File: config.mk
export PLATFORM = sky130hd
export DESIGN_NAME = mem_responder_flat
export DESIGN_NICKNAME = d
export VERILOG_FILES = /design/src/rtl/mem_responder_pkg.sv /design/src/rtl/mem_responder_if.sv /design/src/rtl/register.sv /design/src/rtl/mem_responder.sv /design/src/flat_wrapper.sv
export SDC_FILE = /design/constraint.sdc
export NUM_CORES = 1
export LEC_CHECK = 0
export ABC_AREA = 1
export CAP_MARGIN = 30
export CORE_UTILIZATION = 36
export CTS_CLUSTER_SIZE = 8
export DETAILED_ROUTE_END_ITERATION = 10
export PLACE_DENSITY = 0.76
export SYNTH_ARGS = -nofsm -noshare
export SYNTH_HDL_FRONTEND = slang
export SYNTH_SLANG_ARGS = --single-unit
export TNS_END_PERCENT = 30
File: constraint.sdc
create_clock -name Clk -period 1.2 [get_ports Clk]
set_input_delay 0.36 -clock Clk [delete_from_list [all_inputs] [get_ports Clk]]
set_output_delay 0.36 -clock Clk [all_outputs]
set_load 0.05 [all_outputs]
File: src/rtl/mem_responder_pkg.sv
// Shared types and constants for the LC-3 memory responder.
package mem_pkg;

    // Access sequencer states.
    typedef enum logic [1:0] {
        IDLE,
        ACCESS,
        DONE
    } mem_state_t;

    localparam logic [15:0] IO_ADDR_DEFAULT = 16'hFFFF;

    // Active-low SRAM strobe bundle.
    typedef struct packed {
        logic ce_n;
        logic oe_n;
        logic we_n;
        logic ub_n;
        logic lb_n;
    } sram_ctl_t;

    localparam sram_ctl_t SRAM_CTL_IDLE = '1;

endpackage

File: src/rtl/mem_responder_if.sv
// CPU-side MAR/MDR request/response bundle.
interface mem_responder_if;
    logic        Req;
    logic        WE;
    logic [15:0] ADDR;
    logic [15:0] WDATA;
    logic [15:0] RDATA;
    logic        R;

    modport master (output Req, WE, ADDR, WDATA, input RDATA, R);
    modport slave  (input Req, WE, ADDR, WDATA, output RDATA, R);
endinterface

File: src/rtl/register.sv
// Generic load-enabled register with synchronous active-high reset.
module register #(
    parameter int unsigned N = 16
) (
    input  logic         Clk,
    input  logic         Reset,
    input  logic         Load,
    input  logic [N-1:0] D_In,
    output logic [N-1:0] D_Out
);

    logic [N-1:0] data_q;

    // Capture D_In when Load is asserted.
    always_ff @(posedge Clk) begin
        if (Reset) begin
            data_q <= '0;
        end else if (Load) begin
            data_q <= D_In;
        end
    end

    assign D_Out = data_q;

endmodule

File: src/rtl/mem_responder.sv
// Memory-side responder: runs multi-cycle async SRAM accesses for the CPU and
// decodes a single memory-mapped I/O address (switches in, hex display out).
module mem_responder
    import mem_pkg::*;
#(
    parameter int unsigned WAIT_CYCLES = 2,
    parameter logic [15:0] IO_ADDR     = IO_ADDR_DEFAULT,
    parameter int unsigned SRAM_AW     = 20
) (
    input  logic               Clk,
    input  logic               Reset,
    mem_responder_if.slave     bus,
    input  logic [15:0]        Switches,
    output logic [15:0]        HEX_Data,
    output logic [SRAM_AW-1:0] SRAM_ADDR,
    output logic               SRAM_CE_N,
    output logic               SRAM_OE_N,
    output logic               SRAM_WE_N,
    output logic               SRAM_UB_N,
    output logic               SRAM_LB_N,
    input  logic [15:0]        SRAM_DQ_IN,
    output logic [15:0]        SRAM_DQ_OUT,
    output logic               SRAM_DQ_OE
);

    localparam int unsigned CntW = (WAIT_CYCLES > 1) ? $clog2(WAIT_CYCLES) : 1;
    localparam logic [CntW-1:0] CntLoad = CntW'(WAIT_CYCLES - 1);

    mem_state_t      state_q, state_d;
    logic [CntW-1:0] cnt_q, cnt_d;
    logic [15:0]     addr_q, addr_d;
    logic [15:0]     wdata_q, wdata_d;
    logic            we_q, we_d;
    logic            io_q, io_d;

    logic            rdata_ld, hex_ld;
    logic [15:0]     rdata_din, rdata;
    sram_ctl_t       ctl;

    // Sequencer and request-latch state.
    always_ff @(posedge Clk) begin
        if (Reset) begin
            state_q <= IDLE;
            cnt_q   <= '0;
            addr_q  <= '0;
            wdata_q <= '0;
            we_q    <= 1'b0;
            io_q    <= 1'b0;
        end else begin
            state_q <= state_d;
            cnt_q   <= cnt_d;
            addr_q  <= addr_d;
            wdata_q <= wdata_d;
            we_q    <= we_d;
            io_q    <= io_d;
        end
    end

    // Next state: accept in IDLE, count down in ACCESS, one-cycle DONE.
    always_comb begin
        state_d  = state_q;
        cnt_d    = cnt_q;
        addr_d   = addr_q;
        wdata_d  = wdata_q;
        we_d     = we_q;
        io_d     = io_q;
        rdata_ld = 1'b0;
        hex_ld   = 1'b0;
        unique case (state_q)
            IDLE: begin
                if (bus.Req) begin
                    addr_d  = bus.ADDR;
                    wdata_d = bus.WDATA;
                    we_d    = bus.WE;
                    io_d    = (bus.ADDR == IO_ADDR);
                    cnt_d   = CntLoad;
                    state_d = ACCESS;
                end
            end
            ACCESS: begin
                if (cnt_q == '0) begin
                    // Last strobe cycle: capture read data / update display here.
                    rdata_ld = !we_q;
                    hex_ld   = we_q && io_q;
                    state_d  = DONE;
                end else begin
                    cnt_d = cnt_q - 1'b1;
                end
            end
            DONE: begin
                state_d = IDLE;
            end
            default: begin
                state_d = IDLE;
            end
        endcase
    end

    // SRAM strobes and DQ direction decoded from state and the latched request.
    always_comb begin
        ctl        = SRAM_CTL_IDLE;
        SRAM_DQ_OE = 1'b0;
        if (!io_q) begin
            if (state_q == ACCESS) begin
                ctl.ce_n = 1'b0;
                ctl.ub_n = 1'b0;
                ctl.lb_n = 1'b0;
                if (we_q) begin
                    ctl.we_n   = 1'b0;
                    SRAM_DQ_OE = 1'b1;
                end else begin
                    ctl.oe_n = 1'b0;
                end
            end else if (state_q == DONE) begin
                // Write data held one cycle past the WE_N rising edge.
                ctl.ce_n   = 1'b0;
                ctl.ub_n   = 1'b0;
                ctl.lb_n   = 1'b0;
                SRAM_DQ_OE = we_q;
            end
        end
    end

    assign rdata_din = io_q ? Switches : SRAM_DQ_IN;

    register #(.N(16)) u_rdata_reg (
        .Clk   (Clk),
        .Reset (Reset),
        .Load  (rdata_ld),
        .D_In  (rdata_din),
        .D_Out (rdata)
    );

    register #(.N(16)) u_hex_reg (
        .Clk   (Clk),
        .Reset (Reset),
        .Load  (hex_ld),
        .D_In  (wdata_q),
        .D_Out (HEX_Data)
    );

    assign bus.RDATA   = rdata;
    assign bus.R       = (state_q == DONE);
    assign SRAM_ADDR   = {{(SRAM_AW - 16){1'b0}}, addr_q};
    assign SRAM_DQ_OUT = wdata_q;
    assign SRAM_CE_N   = ctl.ce_n;
    assign SRAM_OE_N   = ctl.oe_n;
    assign SRAM_WE_N   = ctl.we_n;
    assign SRAM_UB_N   = ctl.ub_n;
    assign SRAM_LB_N   = ctl.lb_n;

endmodule
File: src/flat_wrapper.sv
// flat-port wrapper written by rule: the top's interface ports become plain ports
module mem_responder_flat import mem_pkg::*;
#(
    parameter int unsigned WAIT_CYCLES = 2,
    parameter logic [15:0] IO_ADDR     = IO_ADDR_DEFAULT,
    parameter int unsigned SRAM_AW     = 20
)
  (Clk, Reset, Switches, HEX_Data, SRAM_ADDR, SRAM_CE_N, SRAM_OE_N, SRAM_WE_N, SRAM_UB_N, SRAM_LB_N, SRAM_DQ_IN, SRAM_DQ_OUT, SRAM_DQ_OE, bus_Req, bus_WE, bus_ADDR, bus_WDATA, bus_RDATA, bus_R);
  mem_responder_if bus_i ();
  input  logic Clk;
  input  logic Reset;
  input  logic [15:0] Switches;
  output logic [15:0] HEX_Data;
  output logic [SRAM_AW-1:0] SRAM_ADDR;
  output logic SRAM_CE_N;
  output logic SRAM_OE_N;
  output logic SRAM_WE_N;
  output logic SRAM_UB_N;
  output logic SRAM_LB_N;
  input  logic [15:0] SRAM_DQ_IN;
  output logic [15:0] SRAM_DQ_OUT;
  output logic SRAM_DQ_OE;
  input wire logic [$bits(bus_i.Req)-1:0] bus_Req;
  input wire logic [$bits(bus_i.WE)-1:0] bus_WE;
  input wire logic [$bits(bus_i.ADDR)-1:0] bus_ADDR;
  input wire logic [$bits(bus_i.WDATA)-1:0] bus_WDATA;
  output wire logic [$bits(bus_i.RDATA)-1:0] bus_RDATA;
  output wire logic [$bits(bus_i.R)-1:0] bus_R;
  assign bus_i.Req = bus_Req;
  assign bus_i.WE = bus_WE;
  assign bus_i.ADDR = bus_ADDR;
  assign bus_i.WDATA = bus_WDATA;
  assign bus_RDATA = bus_i.RDATA;
  assign bus_R = bus_i.R;
  mem_responder #(.WAIT_CYCLES(WAIT_CYCLES), .IO_ADDR(IO_ADDR), .SRAM_AW(SRAM_AW)) u_core (.Clk(Clk), .Reset(Reset), .bus(bus_i), .Switches(Switches), .HEX_Data(HEX_Data), .SRAM_ADDR(SRAM_ADDR), .SRAM_CE_N(SRAM_CE_N), .SRAM_OE_N(SRAM_OE_N), .SRAM_WE_N(SRAM_WE_N), .SRAM_UB_N(SRAM_UB_N), .SRAM_LB_N(SRAM_LB_N), .SRAM_DQ_IN(SRAM_DQ_IN), .SRAM_DQ_OUT(SRAM_DQ_OUT), .SRAM_DQ_OE(SRAM_DQ_OE));
endmodule
# [After elaboration in Yosys (flattened, before gate mapping)]
# Index checks and enable logic that the tools add are counted.
[classes] addsub=1 eq_ne=5 reduce_logical=7 n_mux=22
[ops] op="$eq 16x16->1 const B" n=1
[ops] op="$mux 16" n=1
[ops] op="$mux 1" n=13
[ops] op="$mux 2" n=5
[ops] op="$reduce_and 2->1" n=3
[ops] op="$mux 5" n=1
[ops] op="$ne 2x2->1 const B" n=2
[ops] op="$pmux 2 s2" n=1
[ops] op="$eq 2x1->1 const B" n=1
[ops] op="$eq 2x2->1 const B" n=1
[ops] op="$logic_not 2->1" n=1
[ops] op="$pmux 1 s2" n=1
[ops] op="$reduce_bool 2->1" n=1
[ops] op="$logic_and 1x1->1" n=1
[ops] op="$logic_not 1->1" n=1
[ops] op="$sub 1x1->1 const B" n=1
[word_totals] ff_bits=69 out_inout_bits=75 elab_cells=43

# [Logic depth before layout (Yosys ltp)]
[depth] ltp_word=4 ltp_mapped=9 ltp_nobuf=8

# [By module]
# From an unflattened synthesis, not the netlist that was laid out.
[unflattened] hier_cells=455 hier_area_um2=3080.5
[by_module_without_submodules] module="mem_responder" area_per_inst_um2=1739.2 seq_area_each_um2=740.7 cells_each=253 instances=1
[by_module_without_submodules] module="register" area_per_inst_um2=670.6 seq_area_each_um2=320.3 cells_each=101 instances=2

# [Worst setup path before layout]
# Ideal clock, no wire load.
[synth_path] kind="register to output" startpoint="register u_core.state_q[0]" endpoint="output SRAM_DQ_OE" path_slack_ns=-1.154 stages_incl_launch_ff=5 required_ns=0.840 arrival_time_ns=1.994 path_cell_list="dfxtp_1 inv_1 ha_1 nor2_1 nor3_1"
[synth_via] elab_chain_cells=4
[synth_rtl] item="start, declared" line_no="mem_responder.sv:29" rtl="mem_state_t state_q, state_d;"
[synth_rtl] item="start signal, assigned" line_no="mem_responder.sv:50" rtl="state_q <= state_d;"
[synth_rtl] item="$eq 2x2->1"
[synth_rtl] item="named net bus_R" line_no="flat_wrapper.sv:28" rtl="output wire logic [$bits(bus_i.R)-1:0] bus_R;"
[synth_rtl] item="$mux 1" line_no="mem_responder.sv:114" rtl="end else if (state_q == DONE) begin"
[synth_rtl] item="$mux 1" line_no="mem_responder.sv:104" rtl="if (state_q == ACCESS) begin"
[synth_rtl] item="$mux 1" line_no="mem_responder.sv:103" rtl="if (!io_q) begin"
[synth_rtl] item="end, declared" line_no="flat_wrapper.sv:22" rtl="output logic SRAM_DQ_OE;"
# The timed path passes the listed nets, and every way through them passes these cells.

# [Worst setup path after layout]
[layout_path] startpoint="register u_core.state_q[1]" endpoint="output SRAM_OE_N"
[layout_via] elab_chain_cells=3
[layout_rtl] item="$eq 2x1->1" line_no="mem_responder.sv:104"
[layout_rtl] item="$mux 2" line_no="mem_responder.sv:104"
[layout_rtl] item="$mux 5" line_no="mem_responder.sv:103"
[layout_rtl] item="end, declared" line_no="flat_wrapper.sv:16" rtl="output logic SRAM_OE_N;"
# No other way between the ends.

==> qor.txt <==
failing checks - negative setup slack
CP cell instances - inv_2 -> buf_6 -> ha_4 -> nand3_4 -> buf_12
FMAX - 0.603 GHz
CTS Buffer Depth - 2
total gr overflow - 0
wire length on met3 - 425 microns
Total GRT Usage - 22.7%
via count - 3061
r2r startpoint - u_core.state_q[1]$_SDFFE_PP0P_
distinct cell type count after synthesis - 24
number of remaining DRC errors - 0
TritonRoute pass-1 iters - 4
Synth top area share - 48.7%
Worst Reg-to-Reg Cells - 9
number of global-route vias before repair - 3061
total wire length - 9530 microns
dpl hpwl - 6530 microns
FF-to-FF End - u_core.u_rdata_reg.D_Out[15]$_SDFFE_PP0P_
initial antenna violation count - 0
number of cell rows - 32
worst hold path type - reg2reg
Syn Inst Count - 392
beginning of the worst hold path - u_core.u_rdata_reg.D_Out[2]$_SDFFE_PP0P_
R2R Setup Slk - -0.16 ns
CTS tree - built
post-synthesis register bit count - 69
CP max-delay cell - dfxtp_2
Cell Area, Synth - 0.00284 sq mm
crit path kind - reg2out
yosys warns - 0
sequential area share after synthesis - 48.7%
Synth Area per Inst - 7.24 sq um
Final #Nets - 617
Vias/cell - 4.69
Layout fillers - 530
global-route wire length before repair - 14600 microns
final core occ - 75.6%
delay-heaviest family, CP - buffers and inverters
hold_ws - 0.506 ns
Clock transition at path regs - 0.08 ns
Final setup viols - 95
final-report hold violation count - 0
Total Neg Setup Slack - -8.16 ns
core footprint - 0.00769 sq mm
WL met2 - 5060 microns
Worst Hold End - u_core.u_rdata_reg.D_Out[2]$_SDFFE_PP0P_
port bufs - 138
Initial Utilization - 36.9%
Die W - 90.8 microns
Antenna diodes - 0
Critical Path RT - 0.84 ns
RSZ-0062 raised after global routing - true
Max-Cap Viols - 0
clock buffer count from CTS - 9
Clock Tree Root - clkbuf_8
htree depth - 3
Lkg Pwr - 2.34 nW
Worst VDD drop - 749 uV
highest metal used - met4
I/O pin total - 143
status - complete, but fails checks
Routed Antenna Nets - 0
crit path time final - 1.66 ns
cell total after placement - 630
initial DRC count - 123
Worst path max stage delay - 0.33 ns
Final Max Slew Viols - 0
most frequent cells in the layout - 119 x nor2_1, 78 x buf_12, 67 x clkdlybuf4s50_1
Critical Path Start Type - flop
most common cell after layout, fill and taps aside - nor2_1
routed len/inst - 14.6 microns
setup ws final - -0.458 ns
CP endpoint kind - output port
worst hold path depth - 2
clock latency on the worst-skew pair - 0.34 ns
Power Density - 1220 mW/mm^2
worst clock skew - 0.00941 ns
period utilization - 138%
Final Non-Filler Cells - 652
CTS Sinks - 69
layout cells sized above 1 - 40.9%
Layout area overhead - 105%
area leader, netlist - dfxtp_1
worst path bufs/invs - 3
Area contributors post-synth - dfxtp_1 49%, nor2_1 18%, o21ai_0 8.5%, nand2_1 8.2%, o21ai_1 3.5%
wire length on met1 - 3780 microns
Vert. Die Dim - 90.8 microns
GPL Wtd Cong - 0.779
Critical Path Fanout Max - 3
maximum number of pins on one net before global-route repair - 47
die area - 0.00824 sq mm
Worst EP arrival - 1.30 ns
sequential cells by signal, summed over array words and instances, names as in the netlist:
| register | count |
|---|---|
| u_core.SRAM_DQ_OUT | 16 |
| u_core.addr_q | 16 |
| u_core.u_hex_reg.D_Out | 16 |
| u_core.u_rdata_reg.D_Out | 16 |
| u_core.state_q | 2 |
| u_core.cnt_q | 1 |
| u_core.io_q | 1 |
| u_core.we_q | 1 |
worst max-delay path by stage:
stage	from	endpoint	slack (ns)	cells after the start
final	u_core.state_q[1]$_SDFFE_PP0P_	SRAM_OE_N	-0.46	5
after global routing	u_core.state_q[0]$_SDFFE_PP0P_	SRAM_DQ_OE	-0.51	5
after CTS	u_core.state_q[1]$_SDFFE_PP0P_	SRAM_WE_N	-0.44	5
after detailed placement	bus_Req	u_core.addr_q[14]$_SDFFE_PP0P_	-0.35	6
after global placement	bus_Req	u_core.addr_q[14]$_SDFFE_PP0P_	-0.29	6
after floorplan	u_core.state_q[0]$_SDFFE_PP0P_	SRAM_DQ_OE	-0.32	4
worst min-delay path: cells and delay by family (launching register included):
family	cells	cell delay, ns
AND/OR/NAND/NOR	2	0.14
flip-flops	1	0.34
per-layer routing:
layer  up-vias  track usage, %
met3        21            4.63
met5         -               0
met1      1415            25.9
li1       1536               -
met2        89            40.3
met4         0            11.1
cell usage after synthesis, drive strengths merged:
| master | count |
|---|---|
| nor2 | 136 |
| dfxtp | 69 |
| o21ai | 68 |
| nand2 | 63 |
| buf | 17 |
| inv | 13 |
| clkbuf | 10 |
| a21oi | 5 |
| ha | 4 |
| nand3 | 4 |
| a211oi | 1 |
| conb | 1 |
| nor3 | 1 |
cell families (layout without fill, tap and decap cells):
logic type      after synthesis  in the layout  share of synthesized area [%]
compound gates               74             74                           13.1
fa+ha+maj                     4              4                           1.76
buf+inv                      40            194                           8.11
flops                        69             69                           48.7
other cells                   1              4                          0.132
simple gates                204            205                           28.2
through the flow:
stage | power [mW] | setup slack [ns] | cell area [sq um]
3_5_place_dp | 5.03 | -0.350 | 5210
6_report | 7.10 | -0.458 | 5810
4_1_cts | 7.07 | -0.445 | 5690
2_1_floorplan | 3.80 | -0.316 | 2940
5_1_grt | 7.39 | -0.510 | 5810
3_3_place_gp | 4.98 | -0.285 | 5210
report_power, final:
| part | switching [mW] | leakage [nW] | total [mW] | internal [mW] |
|---|---|---|---|---|
| Sequential | 0.212 | 0.599 | 2.71 | 2.49 |
| Combinational | 1.31 | 1.65 | 2.54 | 1.23 |
| Clock | 0.842 | 0.0899 | 1.86 | 1.02 |
area by class of cell:
type                    instances  area, sq um  share of cell area [%]
repair buffers                164         2410                    41.4
flip-flops and latches         69         1520                    26.1
multi-input cells             287         1470                    25.4
clock buffers                  13          149                    2.56
well taps                     102          128                    2.20
inverters                      13         83.8                    1.44
clock inverters                 3         45.0                   0.775
repair inverters                1         11.3                   0.194
what timing repair did:
action,CTS,global route
hold buffers,0,0
setup buffers,2,1
pin swaps,5,7
resized for setup,118,58
endpoints found under the setup margin,140,139
hold endpoints to repair,0,0
gates cloned,3,0
(Power assumes the default switching activity.)
